--- config.mk ---
export PLATFORM = sky130hd
export DESIGN_NAME = packet_buffer_read_arbiter_flat
export DESIGN_NICKNAME = d
export VERILOG_FILES = /design/src/rtl/packet_buffer_read_arbiter_if.sv /design/src/rtl/packet_buffer_read_arbiter.sv /design/src/flat_wrapper.sv
export SDC_FILE = /design/constraint.sdc
export NUM_CORES = 1
export LEC_CHECK = 0
export ABC_AREA = 1
export CAP_MARGIN = 10
export CORE_MARGIN = 4
export CORE_UTILIZATION = 24
export CTS_CLUSTER_SIZE = 12
export DETAILED_ROUTE_END_ITERATION = 16
export GPL_TIMING_DRIVEN = 0
export HOLD_SLACK_MARGIN = 0.02
export MAX_ROUTING_LAYER = met4
export SYNTH_ARGS = -nofsm -noshare
export SYNTH_HDL_FRONTEND = slang
export SYNTH_SLANG_ARGS = --single-unit
--- constraint.sdc ---
create_clock -name clk_i -period 1.3 [get_ports clk_i]
set_input_delay 0.13 -clock clk_i [delete_from_list [all_inputs] [get_ports clk_i]]
set_output_delay 0.13 -clock clk_i [all_outputs]
set_load 0.01 [all_outputs]
--- src/rtl/packet_buffer_read_arbiter_if.sv ---
// Bundle of request, BRAM read-driver and return-data signals for the packet-buffer read arbiter.
// The arbiter uses the slave modport; the environment (requesters + driver) uses master.
interface packet_buffer_read_arbiter_if #(
   parameter int unsigned RAM_SIZE = 64,
   parameter int unsigned BYTE_LEN = 8
);
   localparam int unsigned ADDR_W = $clog2(RAM_SIZE);

   logic [1:0]          req_valid;
   logic [ADDR_W-1:0]   req_addr0;
   logic [ADDR_W-1:0]   req_addr1;
   logic [ADDR_W:0]     req_len0;
   logic [ADDR_W:0]     req_len1;
   logic [1:0]          req_ready;
   logic                rd_req;
   logic [ADDR_W-1:0]   rd_addr;
   logic                rd_ready;
   logic [BYTE_LEN-1:0] rd_data;
   logic [1:0]          out_valid;
   logic [BYTE_LEN-1:0] out_data;
   logic                out_last;
   logic                busy;

   modport slave (
      input  req_valid, req_addr0, req_addr1, req_len0, req_len1, rd_ready, rd_data,
      output req_ready, rd_req, rd_addr, out_valid, out_data, out_last, busy
   );

   modport master (
      output req_valid, req_addr0, req_addr1, req_len0, req_len1, rd_ready, rd_data,
      input  req_ready, rd_req, rd_addr, out_valid, out_data, out_last, busy
   );
endinterface

--- src/rtl/packet_buffer_read_arbiter.sv ---
// Round-robin arbiter sharing the packet-buffer BRAM read port between two burst requesters,
// issuing one byte read per cycle and routing returned bytes to their owner.
module packet_buffer_read_arbiter #(
   parameter int unsigned RAM_SIZE     = 64,
   parameter int unsigned READ_LATENCY = 2,
   parameter int unsigned BYTE_LEN     = 8
) (
   input logic                         clk_i,
   input logic                         reset_i,
   packet_buffer_read_arbiter_if.slave bus_io
);
   localparam int unsigned ADDR_W = $clog2(RAM_SIZE);
   localparam logic [0:0] StIdle  = 1'b0;
   localparam logic [0:0] StBurst = 1'b1;
   localparam logic [ADDR_W-1:0] LastAddr = ADDR_W'(RAM_SIZE - 1);
   localparam logic [ADDR_W:0]   LenOne   = (ADDR_W+1)'(1);

   logic [0:0]          state_q, state_d;
   logic                ptr_q, ptr_d;
   logic                owner_q, owner_d;
   logic [ADDR_W-1:0]   cur_addr_q, cur_addr_d;
   logic [ADDR_W:0]     remaining_q, remaining_d;

   logic [READ_LATENCY-1:0] tag_vld_q, tag_vld_d;
   logic [READ_LATENCY-1:0] tag_own_q, tag_own_d;
   logic [READ_LATENCY-1:0] tag_last_q, tag_last_d;

   logic [1:0]          out_valid_q, out_valid_d;
   logic [BYTE_LEN-1:0] out_data_q, out_data_d;
   logic                out_last_q, out_last_d;

   logic                win;
   logic                grant;
   logic [ADDR_W-1:0]   win_addr;
   logic [ADDR_W:0]     win_len;
   logic [1:0]          req_ready;
   logic                rd_req;

   // Prioritised requester wins if valid, otherwise the other one.
   always_comb begin
      win = ptr_q;
      if (!bus_io.req_valid[ptr_q]) begin
         win = ~ptr_q;
      end
      grant     = (state_q == StIdle) && (|bus_io.req_valid);
      win_addr  = win ? bus_io.req_addr1 : bus_io.req_addr0;
      win_len   = win ? bus_io.req_len1 : bus_io.req_len0;
      req_ready = 2'b00;
      if (grant) begin
         req_ready[win] = 1'b1;
      end
      rd_req = (state_q == StBurst);
   end

   always_comb begin
      state_d     = state_q;
      ptr_d       = ptr_q;
      owner_d     = owner_q;
      cur_addr_d  = cur_addr_q;
      remaining_d = remaining_q;
      if (grant) begin
         ptr_d       = ~win;
         owner_d     = win;
         cur_addr_d  = win_addr;
         remaining_d = win_len;
         if (win_len != '0) begin
            state_d = StBurst;
         end
      end else if (state_q == StBurst) begin
         cur_addr_d  = (cur_addr_q == LastAddr) ? '0 : cur_addr_q + 1'b1;
         remaining_d = remaining_q - 1'b1;
         if (remaining_q == LenOne) begin
            state_d = StIdle;
         end
      end
   end

   // Tag pipeline mirrors the driver latency so each returned byte finds its owner.
   always_comb begin
      tag_vld_d[0]  = rd_req;
      tag_own_d[0]  = owner_q;
      tag_last_d[0] = (remaining_q == LenOne);
      for (int unsigned i = 1; i < READ_LATENCY; i++) begin
         tag_vld_d[i]  = tag_vld_q[i-1];
         tag_own_d[i]  = tag_own_q[i-1];
         tag_last_d[i] = tag_last_q[i-1];
      end
      out_valid_d = 2'b00;
      out_last_d  = 1'b0;
      out_data_d  = out_data_q;
      if (tag_vld_q[READ_LATENCY-1]) begin
         out_valid_d[tag_own_q[READ_LATENCY-1]] = 1'b1;
         out_last_d = tag_last_q[READ_LATENCY-1];
         out_data_d = bus_io.rd_data;
      end
   end

   always_ff @(posedge clk_i) begin
      if (reset_i) begin
         state_q     <= StIdle;
         ptr_q       <= 1'b0;
         owner_q     <= 1'b0;
         cur_addr_q  <= '0;
         remaining_q <= '0;
         tag_vld_q   <= '0;
         tag_own_q   <= '0;
         tag_last_q  <= '0;
         out_valid_q <= '0;
         out_data_q  <= '0;
         out_last_q  <= 1'b0;
      end else begin
         state_q     <= state_d;
         ptr_q       <= ptr_d;
         owner_q     <= owner_d;
         cur_addr_q  <= cur_addr_d;
         remaining_q <= remaining_d;
         tag_vld_q   <= tag_vld_d;
         tag_own_q   <= tag_own_d;
         tag_last_q  <= tag_last_d;
         out_valid_q <= out_valid_d;
         out_data_q  <= out_data_d;
         out_last_q  <= out_last_d;
      end
   end

   assign bus_io.req_ready = req_ready;
   assign bus_io.rd_req    = rd_req;
   assign bus_io.rd_addr   = cur_addr_q;
   assign bus_io.out_valid = out_valid_q;
   assign bus_io.out_data  = out_data_q;
   assign bus_io.out_last  = out_last_q;
   assign bus_io.busy      = (state_q == StBurst) || (|tag_vld_q) || (|out_valid_q);
endmodule

--- src/flat_wrapper.sv ---
// flat-port wrapper written by rule: the top's interface ports become plain ports
module packet_buffer_read_arbiter_flat 
#(
   parameter int unsigned RAM_SIZE     = 64,
   parameter int unsigned READ_LATENCY = 2,
   parameter int unsigned BYTE_LEN     = 8
)
  (clk_i, reset_i, bus_io_req_valid, bus_io_req_addr0, bus_io_req_addr1, bus_io_req_len0, bus_io_req_len1, bus_io_rd_ready, bus_io_rd_data, bus_io_req_ready, bus_io_rd_req, bus_io_rd_addr, bus_io_out_valid, bus_io_out_data, bus_io_out_last, bus_io_busy);
  packet_buffer_read_arbiter_if #(.RAM_SIZE(RAM_SIZE), .BYTE_LEN(BYTE_LEN)) bus_io_i ();
  input logic clk_i;
  input logic reset_i;
  input wire logic [$bits(bus_io_i.req_valid)-1:0] bus_io_req_valid;
  input wire logic [$bits(bus_io_i.req_addr0)-1:0] bus_io_req_addr0;
  input wire logic [$bits(bus_io_i.req_addr1)-1:0] bus_io_req_addr1;
  input wire logic [$bits(bus_io_i.req_len0)-1:0] bus_io_req_len0;
  input wire logic [$bits(bus_io_i.req_len1)-1:0] bus_io_req_len1;
  input wire logic [$bits(bus_io_i.rd_ready)-1:0] bus_io_rd_ready;
  input wire logic [$bits(bus_io_i.rd_data)-1:0] bus_io_rd_data;
  output wire logic [$bits(bus_io_i.req_ready)-1:0] bus_io_req_ready;
  output wire logic [$bits(bus_io_i.rd_req)-1:0] bus_io_rd_req;
  output wire logic [$bits(bus_io_i.rd_addr)-1:0] bus_io_rd_addr;
  output wire logic [$bits(bus_io_i.out_valid)-1:0] bus_io_out_valid;
  output wire logic [$bits(bus_io_i.out_data)-1:0] bus_io_out_data;
  output wire logic [$bits(bus_io_i.out_last)-1:0] bus_io_out_last;
  output wire logic [$bits(bus_io_i.busy)-1:0] bus_io_busy;
  assign bus_io_i.req_valid = bus_io_req_valid;
  assign bus_io_i.req_addr0 = bus_io_req_addr0;
  assign bus_io_i.req_addr1 = bus_io_req_addr1;
  assign bus_io_i.req_len0 = bus_io_req_len0;
  assign bus_io_i.req_len1 = bus_io_req_len1;
  assign bus_io_i.rd_ready = bus_io_rd_ready;
  assign bus_io_i.rd_data = bus_io_rd_data;
  assign bus_io_req_ready = bus_io_i.req_ready;
  assign bus_io_rd_req = bus_io_i.rd_req;
  assign bus_io_rd_addr = bus_io_i.rd_addr;
  assign bus_io_out_valid = bus_io_i.out_valid;
  assign bus_io_out_data = bus_io_i.out_data;
  assign bus_io_out_last = bus_io_i.out_last;
  assign bus_io_busy = bus_io_i.busy;
  packet_buffer_read_arbiter #(.RAM_SIZE(RAM_SIZE), .READ_LATENCY(READ_LATENCY), .BYTE_LEN(BYTE_LEN)) u_core (.clk_i(clk_i), .reset_i(reset_i), .bus_io(bus_io_i));
endmodule
# Yosys cells after proc, flatten, opt, wreduce, memory -nomap -nowiden
# Cells that the tools add are included.
[totals]
output_inout_bits = 21
in_bits = 39
regBits = 33
[classes]
n_lt_le_gt_ge = 5
bitwise = 4
reduce_logical = 11
add_sub_neg = 2
mux = 19
n_eq_ne = 3
[op_table]
columns = ["op", "count"]
rows = [
  ["6-bit 2-to-1 mux", 4],
  ["7-bit 2-to-1 mux", 3],
  ["1-bit 2-to-1 mux", 9],
  ["2-bit OR reduction", 4],
  ["7-bit by 1-bit == test with 1-bit output (second input constant)", 1],
  ["7-bit nonzero test", 1],
  ["7-bit by 1-bit subtractor with 7-bit output (second input constant)", 1],
  ["6-bit by 1-bit adder with 6-bit output (second input constant)", 1],
  ["6-bit == test (second input constant)", 1],
  ["1-bit by 2-bit less-than comparator with 1-bit output (second input constant)", 3],
  ["1-bit NOT", 4],
  ["1-bit logical AND", 3],
  ["1-bit demux with 1-bit select", 2],
  ["1-bit greater-or-equal comparator (second input constant)", 2],
  ["1-bit logical OR", 2],
  ["2-bit 2-to-1 mux", 1],
  ["2-bit != test (second input constant)", 1],
  ["2-bit nonzero test", 1],
]

# Longest topological paths before layout
# Gate-level depths: netlist of run 1.
[depth]
ltp_word = 8
mapped_depth = 9
mapped_depth_nobuf = 9

# Worst setup path before layout of run 1
# Ideal clock, no wire load.
[synth_path]
kind = "flip-flop to flip-flop"
startpoint = "reg u_core.cur_addr_q[0], in the netlist u_core.bus_io.rd_addr[0]"
endpoint = "reg u_core.cur_addr_q[3], in the netlist u_core.bus_io.rd_addr[3]"
arrival_ns = 1.202
stages_incl_launch_ff = 9
path_buffers = 0
synth_period_minus_slack_ns = 1.311
setup_time_ns = 0.109
path_slack_ns = -0.011
cell_sequence = "dfxtp_1 ha_1 nand3_1 o21ai_0 inv_1 nand2_1 nand3_1 nand2_1 inv_1"
[synth_between]
elab_chain_cells = 4
word_cells_on_any_way = 5
[synth_lines]
columns = ["element", "line", "rtl"]
rows = [
  ["from (decl)", "packet_buffer_read_arbiter.sv:21", "logic [ADDR_W-1:0] cur_addr_q, cur_addr_d;"],
  ["from (signal assigned)", "packet_buffer_read_arbiter.sv:115", "cur_addr_q <= cur_addr_d;"],
  ["6-bit by 1-bit adder with 6-bit output / 6-bit == test (equally long branches)", "packet_buffer_read_arbiter.sv:70", "cur_addr_d = (cur_addr_q == LastAddr) ? '0 : cur_addr_q + 1'b1;"],
  ["6-bit 2-to-1 mux (*)", "packet_buffer_read_arbiter.sv:70", ""],
  ["6-bit 2-to-1 mux (*)", "packet_buffer_read_arbiter.sv:69", "end else if (state_q == StBurst) begin"],
  ["6-bit 2-to-1 mux (*)", "packet_buffer_read_arbiter.sv:61", "if (grant) begin"],
]
# Every way passes the cells marked *; elsewhere a longest branch is shown, timed or not. The select of a mux whose other input is x is not followed.
# A chain may end at the register's enable or synchronous reset.

# Final worst setup path of run 1
[layout_path]
startpoint = "reg u_core.ptr_q"
endpoint = "out bus_io_req_ready[0]"
[layout_between]
elab_chain_cells = 8
word_cells_on_any_way = 10
[layout_lines]
columns = ["element", "line", "rtl"]
rows = [
  ["from (decl)", "packet_buffer_read_arbiter.sv:19", "logic ptr_q, ptr_d;"],
  ["from (signal assigned)", "packet_buffer_read_arbiter.sv:113", "ptr_q <= ptr_d;"],
  ["1-bit 2-to-1 mux (not written as such) (2 in a row)", "packet_buffer_read_arbiter.sv:42", "if (!bus_io.req_valid[ptr_q]) begin"],
  ["1-bit 2-to-1 mux (*)", "packet_buffer_read_arbiter.sv:42", ""],
  ["1-bit by 2-bit less-than comparator with 1-bit output (not written as such) / 1-bit greater-or-equal comparator (equally long branches)", "packet_buffer_read_arbiter.sv:50", "req_ready[win] = 1'b1;"],
  ["1-bit logical AND (not written as such)", "packet_buffer_read_arbiter.sv:50", ""],
  ["1-bit 2-to-1 mux (not written as such)", "packet_buffer_read_arbiter.sv:50", ""],
  ["1-bit demux with 1-bit select (*)", "n/a", ""],
  ["2-bit 2-to-1 mux (*)", "packet_buffer_read_arbiter.sv:49", "if (grant) begin"],
  ["to (decl)", "flat_wrapper.sv:19", "output wire logic [$bits(bus_io_i.req_ready)-1:0] bus_io_req_ready;"],
]
# Marked as above.

==> results by group, run 1 <==
Status
  • Outcome: finished clean

Floorplanning
  • Ports: 60
  • Height of the die: 92.6 µm
  • Die width: ~93 µm
  • Cell row count: 30
  • Core ar.: 0.00687 mm²
  • Initial Util: 25.0%
  • Die area: 0.00857 mm²

Timing
  • Final Worst Setup Slack: 36.7 ps
  • Worst clock skew: ~8 ps
  • Fmax: 792 MHz
  • Final Hold Vio Count: 0
  • Tmin final: 1260 ps
  • Final Max Slew Viols: 0
  • RSZ-0062 raised after global routing: yes
  • Fin Hold WS: 398 ps
  • Slew of the pin with the lowest slew margin: 561 ps
  • Setup violators final: 0
  • Fin crit share: 97.2%
  • Max_slew headroom: 62.6%

Worst hold path
  • HP Class: primary input to register

Routing
  • Initial DRC count: approximately 100
  • DRC: 0
  • Vias per Instance: 4.27
  • Vias post-DR: ~1900
  • Total Wirelength: 5190 µm
  • Average wire per standard cell: 11.9 µm
  • Routed Antenna Nets: 0
  • Drt first pass iters: 4

Synth
  • Syn avg cell area: 6.63 µm²
  • FFs w/ async S/R, synth: 0%
  • Syn Nets: 301
  • Ys Warns: 0
  • Number of synthesized flops with an enable pin: 0
  • Yosys cell types: 30
  • Synth Instances: 259
  • Synth Flop Type: dfxtp_1
  • Sequential fraction of the synthesis area: 38.5%
  • Post-Syn Area: 0.00172 mm²
  • Flops & latches, synth: 33

Global routing
  • Global-route wire length before repair: 8450 µm
  • Vias in the first global route: 1785
  • Grt ovf: 0
  • GRT Util Overall: 12.6%
  • Antenna violations before repair: 0
  • Largest net degree at the start of global routing: 12

Finish
  • Commonest non-fill, non-tap cell in the layout: nand2_1
  • Layout cells sized above 1: about a fifth
  • Antenna diodes: 0
  • Final nets: 381
  • Fin area: 0.00277 mm²
  • Syn-to-layout area delta: 61.2%
  • Most frequent cells in the layout: 59 x nand2_1, 37 x nor2_1, 36 x clkdlybuf4s50_1

Place
  • Final HPWL from detailed placement: 3770 µm
  • RePlAce Congestion: 0.795
  • Pre-CTS WS: -624 ps
  • Post-Place Cell Area: 0.00242 mm²
  • # port buffers: 58

Clock tree
  • Root buf cell: clkbuf_8
  • Sink Count: 33
  • # hold bufs at CTS: 0
  • CTS tree: built
  • CTS buffer count: 5
  • Worst skew pair latency: 290 ps
  • Clk pin slew, worst setup/hold paths: 80 ps
  • CTS H-tree lvls: 2
  • Max Root-Sink Buffers: 2

Critical path
  • Reg2reg setup slack: around 37 ps
  • Crit path kind: register to primary output
  • Critical path capture point type: primary output
  • Worst EP required: 1170 ps
  • CP Launch Type: register
  • Arr. time, crit path: roughly 1100 ps
  • CP Max Fanout: 5

Power and ir drop
  • Worst IR drop on VDD: 0.000402 V
  • Pwr dens: 1030 mW/mm²
  • Pleak: 1.36 nW

Job
  • MaxCap Viol Count: 0
[Yosys cell counts (3+ instances only)]
cell	number	share of area (%)
a21oi_1	5	1.5
clkbuf_1	3	0.66
inv_2	3	0.66
nor2_1	39	8.5
nand2_2	4	1.5
nand3_1	26	7.6
dfxtp_1	33	38
inv_1	26	5.7
o21ai_0	23	6.7
ha_1	3	2.2
nand2_1	66	14
[power breakdown]
group          leakage (nW)  internal [mW]  switching [mW]  total (mW)
Sequential            0.275           1.10          0.0896        1.19
Clock                0.0439          0.370           0.414       0.784
Combinational          1.04          0.425           0.444       0.868
Total                  1.36           1.89           0.948        2.84
[critical path, stage by stage, from the launching register on]
cell and delay [ps]:
dfxtp_4 390, inv_4 50, nand2_4 90, nand2_8 70
nor2_4 120, buf_6 120
[area by class of cell]
class | instances | area [µm²]
Clock inverter | 3 | 17.5
Tap cell | 96 | 120
Clock buffer | 5 | 68.8
Timing Repair Buffer | 74 | 704
Buffer | 5 | 32.5
Multi-Input combinational cell | 190 | 1020
Sequential cell | 33 | 679
Fill cell | 698 | 4100
Inverter | 30 | 128
[routing by layer]
layer  vias to the layer above  wire length (µm)  track usage [%]
li1                        999                 -                -
met4                         0                19             3.96
met3                         3               121             3.09
met5                         -                 0                -
met1                       836              2430             14.7
met2                        25              2620             21.1
[sequential cells by signal (all words and copies together), names as in the netlist]
register / cells
u_core.tag_own_q: 2
u_core.remaining_q: 7
u_core.bus_io.out_last: 1
u_core.ptr_q: 1
u_core.bus_io.rd_req: 1
u_core.tag_last_q: 2
u_core.bus_io.out_data: 8
u_core.tag_vld_q: 2
u_core.bus_io.rd_addr: 6
u_core.bus_io.out_valid: 2
u_core.owner_q: 1
[worst paths after layout]
kind,start,end,cells past startpoint
setup / recovery,u_core.ptr_q,bus_io_req_ready[0],5
hold / removal,bus_io_req_addr0[2],u_core.bus_io.rd_addr[2],3
setup reg to reg,u_core.ptr_q,u_core.bus_io.rd_req,10
hold reg to reg,u_core.tag_own_q[1],u_core.bus_io.out_valid[0],1
[kinds of logic (layout without fill, tap and decap cells)]
| group | count (synthesis) | after routing | share of synthesized area (%) |
|---|---|---|---|
| buffers and inverters | 36 | 117 | 8.60 |
| DFF | 33 | 33 | 38.5 |
| adders and majority gates | 3 | 3 | 2.19 |
| xor gates and xnor gates | 2 | 2 | 1.02 |
| and+or+nand+nor | 148 | 148 | 37.6 |
| AOI/OAI and AO/OA | 37 | 37 | 12.1 |
[per-stage QoR]
| step | utilization, % | TNS [ps] | power (mW) | std cells |
|---|---|---|---|---|
| finish | 40.3 | 0 | 2.84 | 436 |
| global route | 40.3 | -10.7 | 3.04 | 436 |
| CTS | 38.1 | 0 | 2.78 | 428 |
| detailed placement | 35.2 | -6600 | 1.95 | 413 |
| global placement | 35.2 | -6110 | 1.94 | 413 |
| floorplan | - | 0 | 1.62 | 259 |
[timing repair]
item	CTS	global route
endpoints found under the setup margin	35	17
pin swaps	4	13
gates cloned	0	0
resized for setup	48	33
buffers inserted	8	10
Note: power is estimated with default switching activity, not from simulation.
==> run 2, diff against run 1 <==
- ABC_CLOCK_PERIOD_IN_PS: unset -> 1300
==> results of run 2 <==
The final DEF is identical to that of run 1; final timing and power are the same.
==> run 3, diff against run 2 <==
- CORE_UTILIZATION: 24 -> 30
==> results by group, run 3 (synthesis gave the netlist of run 1 again) <==
Job
  • MaxCap Viol Count: 0 (unchanged)

Routing
  • Top routing layer in use: met4
  • Vias post-DR: 1866 (+0.16%)
  • Total Wirelength: 4960 µm (-4.5%)
  • Routed Antenna Nets: 0 (unchanged)
  • Initial DRC count: 111 (+6.7%)
  • Vias per Instance: 4.54 (+6.3%)
  • WL met1: 2290 µm (-6.0%)
  • Drt first pass iters: 4 (unchanged)
  • Average wire per standard cell: 12.1 µm (+1.3%)
  • Metal3 WL: 197 µm (+63%)
  • DRC: 0 (unchanged)
  • Routed wl met2: 2390 µm (-8.7%)

Place
  • RePlAce Congestion: 0.827 (+4.0%)
  • # port buffers: 58 (unchanged)
  • Placed Cells: 389 (-5.8%)
  • Final HPWL from detailed placement: 3600 µm (-4.4%)
  • Pre-CTS WS: -603 ps (+21.6 ps)

Timing
  • Fin crit share: 97.6% (+0.38 points)
  • Post-route setup TNS: 0 ps (unchanged)
  • Final Worst Setup Slack: 31.8 ps (-4.90 ps)
  • Final Max Slew Viols: 0 (unchanged)
  • Max_slew headroom: 64.1% (+1.5 points)
  • Slew of the pin with the lowest slew margin: 538 ps (-22.4 ps)
  • Final Hold Vio Count: 0 (unchanged)
  • RSZ-0062 raised after global routing: yes
  • Tmin final: 1270 ps (+4.90 ps)
  • Setup violators final: 0 (unchanged)
  • Fmax: 789 MHz (-0.39%)
  • Worst clock skew: 4.97 ps (-3.20 ps)
  • Fin Hold WS: 405 ps (+6.41 ps)

Critical path
  • Arr. time, crit path: 1140 ps (about the same)
  • CP Launch Type: register
  • CP bufs+invs: 2 (unchanged)
  • Worst EP required: 1170 ps (about the same)
  • RR Startpoint: u_core.ptr_q
  • Max incr delay on CP: 380 ps (about the same)
  • Crit. Startpoint: u_core.ptr_q
  • Highest-delay cell along the critical path: dfxtp_4
  • Crit path kind: register to primary output
  • Critical path capture point type: primary output
  • CP Cell Sequence: inv_4 -> nand2_4 -> nand2_8 -> nor2_4 -> buf_6
  • Crit-path leading delay family: flip-flops
  • CP Max Fanout: 3 (-2)

Worst hold path
  • HP Class: register to register
  • Hold path start: u_core.tag_last_q[0]

Clock tree
  • Max Root-Sink Buffers: 2 (unchanged)
  • CTS buffer count: 5 (unchanged)
  • # hold bufs at CTS: 0 (unchanged)
  • Clk pin slew, worst setup/hold paths: 70 ps (about the same)
  • CTS H-tree lvls: 2 (unchanged)
  • Worst skew pair latency: 280 ps (about the same)
  • Root buf cell: clkbuf_8
  • CTS tree: built
  • Sink Count: 33 (unchanged)

Floorplanning
  • Die width: 83.6 µm (-9.6%)
  • Core ar.: 0.00554 mm² (-19%)
  • Die area: 0.00700 mm² (-18%)
  • Ports: 60 (unchanged)
  • Initial Util: 31.0% (+6.0 points)
  • Cell row count: 27 (-10%)
  • Height of the die: 83.6 µm (-9.6%)

Power and ir drop
  • Overall Power: 2.83 mW (-0.35%)
  • Pleak: 1.37 nW (+0.54%)
  • Worst IR drop on VDD: 0.000564 V (+40%)
  • Pwr dens: 1030 mW/mm² (+0.42%)

Finish
  • Antenna diodes: 0 (unchanged)
  • Most frequent cells in the layout: 60 x nand2_1, 37 x nor2_1, 36 x clkdlybuf4s50_1
  • Max reg flops: 8 (unchanged)
  • Commonest non-fill, non-tap cell in the layout: nand2_1
  • Syn-to-layout area delta: 59.9%
  • Layout cells sized above 1: 18.9% (-2.0 points)
  • Filler cells: 590 (-15%)
  • Fin cells: 411 (-5.7%)
  • Final nets: 380 (-0.26%)

Global routing
  • Grt ovf: 0 (unchanged)
  • GRT Util Overall: 14.8% (+2.3 points)
  • Antenna violations before repair: 0 (unchanged)
  • Largest net degree at the start of global routing: 12 (unchanged)
  • Vias in the first global route: 1789 (+0.22%)
  • Global-route wire length before repair: 8290 µm (-1.9%)

Status
  • Outcome: finished clean
[run 3: cell types whose count changed in the layout (fill, tap and decap cells not counted), moves of 2 or more]
| cell | previous run | this run |
|---|---|---|
| clkbuf_2 | 2 | 0 |
| nand2_2 | 7 | 4 |
| nand2_8 | 1 | 3 |
| nand3_1 | 23 | 25 |
| nand3_2 | 3 | 1 |
[run 3: path summary, 6_finish.rpt]
| path | cells past startpoint | slack (ps) | end |
|---|---|---|---|
| max reg2reg | 10 | 70 | u_core.bus_io.rd_req |
| max | 5 | 30 | bus_io_req_ready[0] |
| min reg2reg | 2 | 400 | u_core.tag_last_q[1] |
| min | 2 | 400 | u_core.tag_last_q[1] |
[run 3: stage by stage]
stage | utilization [%] | instance area [µm²]
final | 49.5 | 2750
after global routing | 49.5 | 2750
after CTS | 46.6 | 2580
after detailed placement | 43.1 | 2390
after global placement | 43.1 | 2390
after floorplan | - | 1720
[run 3: worst min-delay path, cell delays in order (launching register included)]
cell and delay [ps]:
dfxtp_1 300, inv_1 40, nor2_1 30
[run 3: routing by layer]
| metal | track usage, % | up-vias |
|---|---|---|
| li1 | - | 995 |
| met1 | 18.2 | 824 |
| met2 | 24.1 | 41 |
| met3 | 3.16 | 6 |
| met4 | 4.97 | 0 |
| met5 | - | - |
[run 3: cell type report]
cell class              instances  area, µm²  area share [%]
multi-input cells             190       1040            37.7
repair buffers                 73        697            25.4
flip-flops and latches         33        678            24.7
inverters                      30        123            4.47
well taps                      72       90.1            3.28
clock buffers                   5       68.8            2.51
plain buffers                   5       35.0            1.28
clock inverters                 3       17.5           0.638
[run 3: what timing repair did]
item	CTS	global route
setup endpoints to repair	33	21
setup buffers	8	7
gates resized for setup	48	30
pin swaps	5	9
endpoints found under the hold margin	0	0
[run 3: where the power goes]
group          total (mW)  internal, mW  switching [mW]
sequential           1.19          1.10          0.0886
clock               0.771         0.370           0.402
combinational       0.873         0.427           0.446
total                2.83          1.90           0.936
